==> src/rtl/s2p_link_scheduler.sv <==
// s2p_link_scheduler: round-robin sharing of one serial_to_parallel deserializer among R word requesters
module s2p_link_scheduler #(
  parameter int N = 8,
  parameter int R = 4,
  parameter int TIMEOUT = 16,
  localparam int ID_W = (R > 1) ? $clog2(R) : 1
) (
  input  logic            clk,
  input  logic            reset,
  input  logic [R-1:0]    req,
  input  logic [R*N-1:0]  req_data,
  output logic [R-1:0]    ack,
  output logic            s2p_reset,
  output logic            s2p_data_in,
  input  logic            s2p_full_tick,
  input  logic [N-1:0]    s2p_data_out,
  output logic            out_valid,
  input  logic            out_ready,
  output logic [N-1:0]    out_data,
  output logic [ID_W-1:0] out_id,
  output logic            out_mismatch,
  output logic            out_timeout
);
  localparam int BW = $clog2(N + 1);
  localparam int WW = $clog2(TIMEOUT + 1);
  typedef enum logic [2:0] {IDLE, CLEAR, SHIFT, WAIT_TICK, OUTPUT} state_t;
  state_t state_q, state_d;
  logic [ID_W-1:0] rr_q, rr_d, id_q, id_d, out_id_q, out_id_d, gnt;
  logic [N-1:0] shreg_q, shreg_d, sent_q, sent_d, out_data_q, out_data_d;
  logic [BW-1:0] bit_cnt_q, bit_cnt_d;
  logic [WW-1:0] wait_cnt_q, wait_cnt_d;
  logic [R-1:0] ack_q, ack_d;
  logic s2p_reset_q, s2p_reset_d, data_in_q, data_in_d, out_valid_q, out_valid_d;
  logic mism_q, mism_d, tmo_q, tmo_d, found;
  logic [ID_W:0] idx;
  always_comb begin
    found = 1'b0;
    gnt = '0;
    idx = '0;
    for (int k = 0; k < R; k++) begin
      idx = (ID_W+1)'(rr_q) + (ID_W+1)'(k);
      idx = (idx >= (ID_W+1)'(R)) ? idx - (ID_W+1)'(R) : idx;
      if (!found && req[idx[ID_W-1:0]]) begin
        found = 1'b1;
        gnt = idx[ID_W-1:0];
      end
    end
  end
  always_comb begin
    state_d = state_q;
    rr_d = rr_q;
    id_d = id_q;
    shreg_d = shreg_q;
    sent_d = sent_q;
    bit_cnt_d = bit_cnt_q;
    wait_cnt_d = wait_cnt_q;
    out_valid_d = out_valid_q;
    out_data_d = out_data_q;
    out_id_d = out_id_q;
    mism_d = mism_q;
    tmo_d = tmo_q;
    ack_d = '0;
    s2p_reset_d = 1'b0;
    data_in_d = 1'b0;
    case (state_q)
      IDLE: if (found) begin
        shreg_d = req_data[gnt*N +: N];
        sent_d = req_data[gnt*N +: N];
        id_d = gnt;
        ack_d = R'(1) << gnt;
        rr_d = (gnt == ID_W'(R - 1)) ? '0 : gnt + 1'b1;
        s2p_reset_d = 1'b1;
        state_d = CLEAR;
      end
      CLEAR: begin
        data_in_d = shreg_q[0];
        shreg_d = shreg_q >> 1;
        bit_cnt_d = BW'(1);
        state_d = SHIFT;
      end
      SHIFT: if (bit_cnt_q == BW'(N)) begin
        wait_cnt_d = '0;
        state_d = WAIT_TICK;
      end else begin
        data_in_d = shreg_q[0];
        shreg_d = shreg_q >> 1;
        bit_cnt_d = bit_cnt_q + 1'b1;
      end
      WAIT_TICK: if (s2p_full_tick || wait_cnt_q == WW'(TIMEOUT - 1)) begin
        out_data_d = s2p_full_tick ? s2p_data_out : '0;
        mism_d = s2p_full_tick && (s2p_data_out != sent_q);
        tmo_d = !s2p_full_tick;
        out_id_d = id_q;
        out_valid_d = 1'b1;
        state_d = OUTPUT;
      end else begin
        wait_cnt_d = wait_cnt_q + 1'b1;
      end
      OUTPUT: if (out_ready) begin
        out_valid_d = 1'b0;
        state_d = IDLE;
      end
      default: state_d = IDLE;
    endcase
  end
  always_ff @(posedge clk) begin
    if (reset) begin
      state_q <= IDLE;
      rr_q <= '0;
      id_q <= '0;
      shreg_q <= '0;
      sent_q <= '0;
      bit_cnt_q <= '0;
      wait_cnt_q <= '0;
      ack_q <= '0;
      s2p_reset_q <= 1'b1;
      data_in_q <= 1'b0;
      out_valid_q <= 1'b0;
      out_data_q <= '0;
      out_id_q <= '0;
      mism_q <= 1'b0;
      tmo_q <= 1'b0;
    end else begin
      state_q <= state_d;
      rr_q <= rr_d;
      id_q <= id_d;
      shreg_q <= shreg_d;
      sent_q <= sent_d;
      bit_cnt_q <= bit_cnt_d;
      wait_cnt_q <= wait_cnt_d;
      ack_q <= ack_d;
      s2p_reset_q <= s2p_reset_d;
      data_in_q <= data_in_d;
      out_valid_q <= out_valid_d;
      out_data_q <= out_data_d;
      out_id_q <= out_id_d;
      mism_q <= mism_d;
      tmo_q <= tmo_d;
    end
  end
  assign ack = ack_q;
  assign s2p_reset = s2p_reset_q;
  assign s2p_data_in = data_in_q;
  assign out_valid = out_valid_q;
  assign out_data = out_data_q;
  assign out_id = out_id_q;
  assign out_mismatch = mism_q;
  assign out_timeout = tmo_q;
endmodule

==> config.mk <==
export PLATFORM = sky130hd
export DESIGN_NAME = s2p_link_scheduler
export DESIGN_NICKNAME = d
export VERILOG_FILES = /design/src/rtl/s2p_link_scheduler.sv
export SDC_FILE = /design/constraint.sdc
export NUM_CORES = 1
export LEC_CHECK = 0
export CORE_UTILIZATION = 53
export CTS_CLUSTER_SIZE = 8
export DETAILED_ROUTE_END_ITERATION = 10
export HOLD_SLACK_MARGIN = 0.12
export PLACE_DENSITY = 0.95
export SKIP_LAST_GASP = 1
export SLEW_MARGIN = 25
export SYNTH_ARGS = -nofsm -noshare
export SYNTH_HDL_FRONTEND = slang
export SYNTH_SLANG_ARGS = --single-unit
==> constraint.sdc <==
create_clock -name clk -period 4.9 [get_ports clk]
set_input_delay 0.98 -clock clk [delete_from_list [all_inputs] [get_ports clk]]
set_output_delay 0.98 -clock clk [all_outputs]
set_load 0.01 [all_outputs]
==> results.cfg <==
[power]
p_int_mw = 0.767
p_sw_share_pct = 30.0
power_leakage_nw = 1.23
pwr-share-clk_pct = 26.3
pwr-share-seq_pct = 46.2
ir_drop_mv = 0.222
p_comb_share_pct = 27.5
netSwitchingPower_mw = 0.328
powerDensity_nw_per_um2 = 329

[sta]
fin_hold_ws_ns = 0.464
slew_viol_final = 0
fmax_mhz = 361
rsz0062_at_grt = false
finalClockSkew_ns = 0.00488
period_share_pct = 56.6
finalHoldViolations = 0
setup_violations = 0
layout_setup_ws_ns = 2.13
fin_tns_setup_ns = 0
relSlewSlack_pct = 29.1
min_period_ns = 2.77
worst_pin_slew_ns = 1.06

[finish]
nets = 376
drive_gt1_share_pct = 10.5
final_cell_mix = clkdlybuf4s50_1, dfxtp_1, nand2_1
final_common_cell = clkdlybuf4s50_1
final_cells = 391
area_growth_pct = 28.0
diodes = 0

[hold_path]
hold_depth = 2
hp-class = reg2reg

[worst_setup_path]
path_buf_inv = 1
ff2ff_path_depth = 6
crit_path_cell_trace = clkdlybuf4s50_1 -> a21o_1 -> a21oi_1 -> o22a_2 -> mux2i_1 -> o221ai_1
path_class = in2reg
cp_top_family = compound AO/OA/AOI/OAI gates
worstPathMaxFanout = 22
critPathLaunchType = input port
required_ns = 5.08
critPathArrivalTime_ns = 2.95
cpMaxStageDelayCell = o22a_2
crit_path_max_incr_delay_ns = 0.55
path_depth = 6
cp-end-kind = flip-flop

[clock_tree]
path_clk_slew_ns = 0.09
cts_buffers = 5
ctsHoldBuffers = 0
post-cts-setup-buffers = 0
htree_levels = 2
clockRootBuffer = clkbuf_8
clock-sinks = 51
cts_resized = 0
clockBufferDepth = 2
clk_latency_ns = 0.31
cts_tree = yes

[floorplanning]
die_w_um = 72.1
ioPinCount = 67
core_um2 = 4720
rows = 25
start_util_pct = 55.1
fp.dieArea_um2 = 5200
die_h_um = 72.1

[drt]
avgRoutedWirePerCell_um = 14.9
drt-vias-per-instance = 5.57
wirelength_um = 5810
drtPass1Iterations = 4
drc_errors = 0
vias = 2176
ant_nets = 0
drtIter0Drc = 206

[place]
numPortBuffers = 66
dp.cells = 384
hpwl_um = 4280
place_ws_ns = 1.85
routabilityCongestion = 0.761

[global_routing]
overflow = 0
grt_antenna_before_repair = 0
grt_pass1_wl_um = 9620
first_global_vias = 2124
grt.total_usage_pct = 23.4
grt_max_degree = 40

[flow_run]
cap_violations = 0

[yosys]
syn_nets = 318
synthArstFlopShare_pct = 0
ys_top_cells_by_area = dfxtp_1, mux2i_1, mux2_4, o221ai_2, xnor2_1
synthCells = 266
synth_top_cell_by_area = dfxtp_1
avgSynthCellArea_um2 = 9.79
synth_edf_count = 0
ys_ff_latch = 51
ys.flop_type = dfxtp_1
synth_area_um2 = 2600
synth_cell_type_count = 51
ys_seq_area_share_pct = 39.2
yosys_warnings = 0
netlist.area_leader.share_pct = 39.2

[outcome]
run_status = completed
power groups by stage:
stage / sequential (mW) / combinational [mW] / clock [mW]
global placement: 0.512 / 0.286 / 0
finish: 0.506 / 0.301 / 0.289
global route: 0.513 / 0.327 / 0.300
detailed placement: 0.515 / 0.299 / 0
CTS: 0.505 / 0.302 / 0.289
floorplan: 0.503 / 0.231 / 0
worst min-delay path, cell delays in order (launching register included):
cell and delay, ns:
dfxtp_1 0.32, nand2_1 0.05, a21oi_1 0.05
routing by layer:
layer  global-route usage, %  vias up  share of wire (%)
li1                        -     1066                  -
met1                    29.0     1019                 42
met2                    40.6       76                 51
met3                    3.61       15                5.0
met4                    9.59        0                2.3
met5                       0        -                  0
synthesized netlist by cell type, types with 4 or more instances:
| cell type | count |
|---|---|
| mux2i_1 | 18 |
| ha_1 | 4 |
| mux2_4 | 7 |
| xnor2_1 | 10 |
| o221ai_2 | 7 |
| a21oi_1 | 14 |
| a22oi_1 | 9 |
| clkbuf_1 | 4 |
| o221ai_1 | 9 |
| nand3b_1 | 4 |
| buf_2 | 6 |
| inv_1 | 8 |
| nand2b_1 | 10 |
| nor2_1 | 22 |
| nor3_1 | 5 |
| nand2_1 | 23 |
| dfxtp_1 | 51 |
cell families (layout without fill, tap and decap cells):
group / after synthesis / in the layout / share of synthesized area (%)
and+or+nand+nor: 94 / 94 / 20.0
AOI/OAI and AO/OA: 56 / 56 / 17.8
DFF: 51 / 51 / 39.2
muxes: 25 / 25 / 11.0
buffers and inverters: 24 / 82 / 6.01
xor gates and xnor gates: 12 / 12 / 4.04
adders and majority gates: 4 / 4 / 1.92
worst paths after layout:
check                                                 from                endpoint  slack (ns)
worst max register to register  wait_cnt_q[0]$_SDFFE_PP0P_  out_id[0]$_SDFFE_PP0P_        2.66
worst min-delay path                out_valid$_SDFFE_PP0P_  out_valid$_SDFFE_PP0P_        0.46
worst min register to register      out_valid$_SDFFE_PP0P_  out_valid$_SDFFE_PP0P_        0.46
worst max-delay path                                req[0]  sent_q[1]$_SDFFE_PP0P_        2.13
flip-flops by register name, indices dropped and copies added, names as in the netlist:
signal and flops:
out_mismatch 1, state_q 3, ack 4, bit_cnt_q 4, out_id 2, sent_q 8, out_data 8, s2p_data_in 1
shreg_q 8, id_q 2, out_valid 1, wait_cnt_q 5, s2p_reset 1, out_timeout 1, rr_q 2
area by class of cell:
type	instances	area (um^2)
Sequential cell	51	1020
Timing Repair Buffer	67	668
Tap cell	67	83.8
Fill cell	342	1390
Multi-Input combinational cell	191	1430
Clock inverter	1	30.0
Clock buffer	6	72.6
Inverter	8	30.0
stage by stage:
stage,instance area (um^2),power [mW],utilization [%]
2_1_floorplan,2600,0.734,-
3_3_place_gp,3230,0.798,68.4
3_5_place_dp,3230,0.814,68.4
4_1_cts,3330,1.10,70.5
5_1_grt,3330,1.14,70.5
6_report,3330,1.10,70.5
Note: power is estimated with default switching activity, not from simulation.
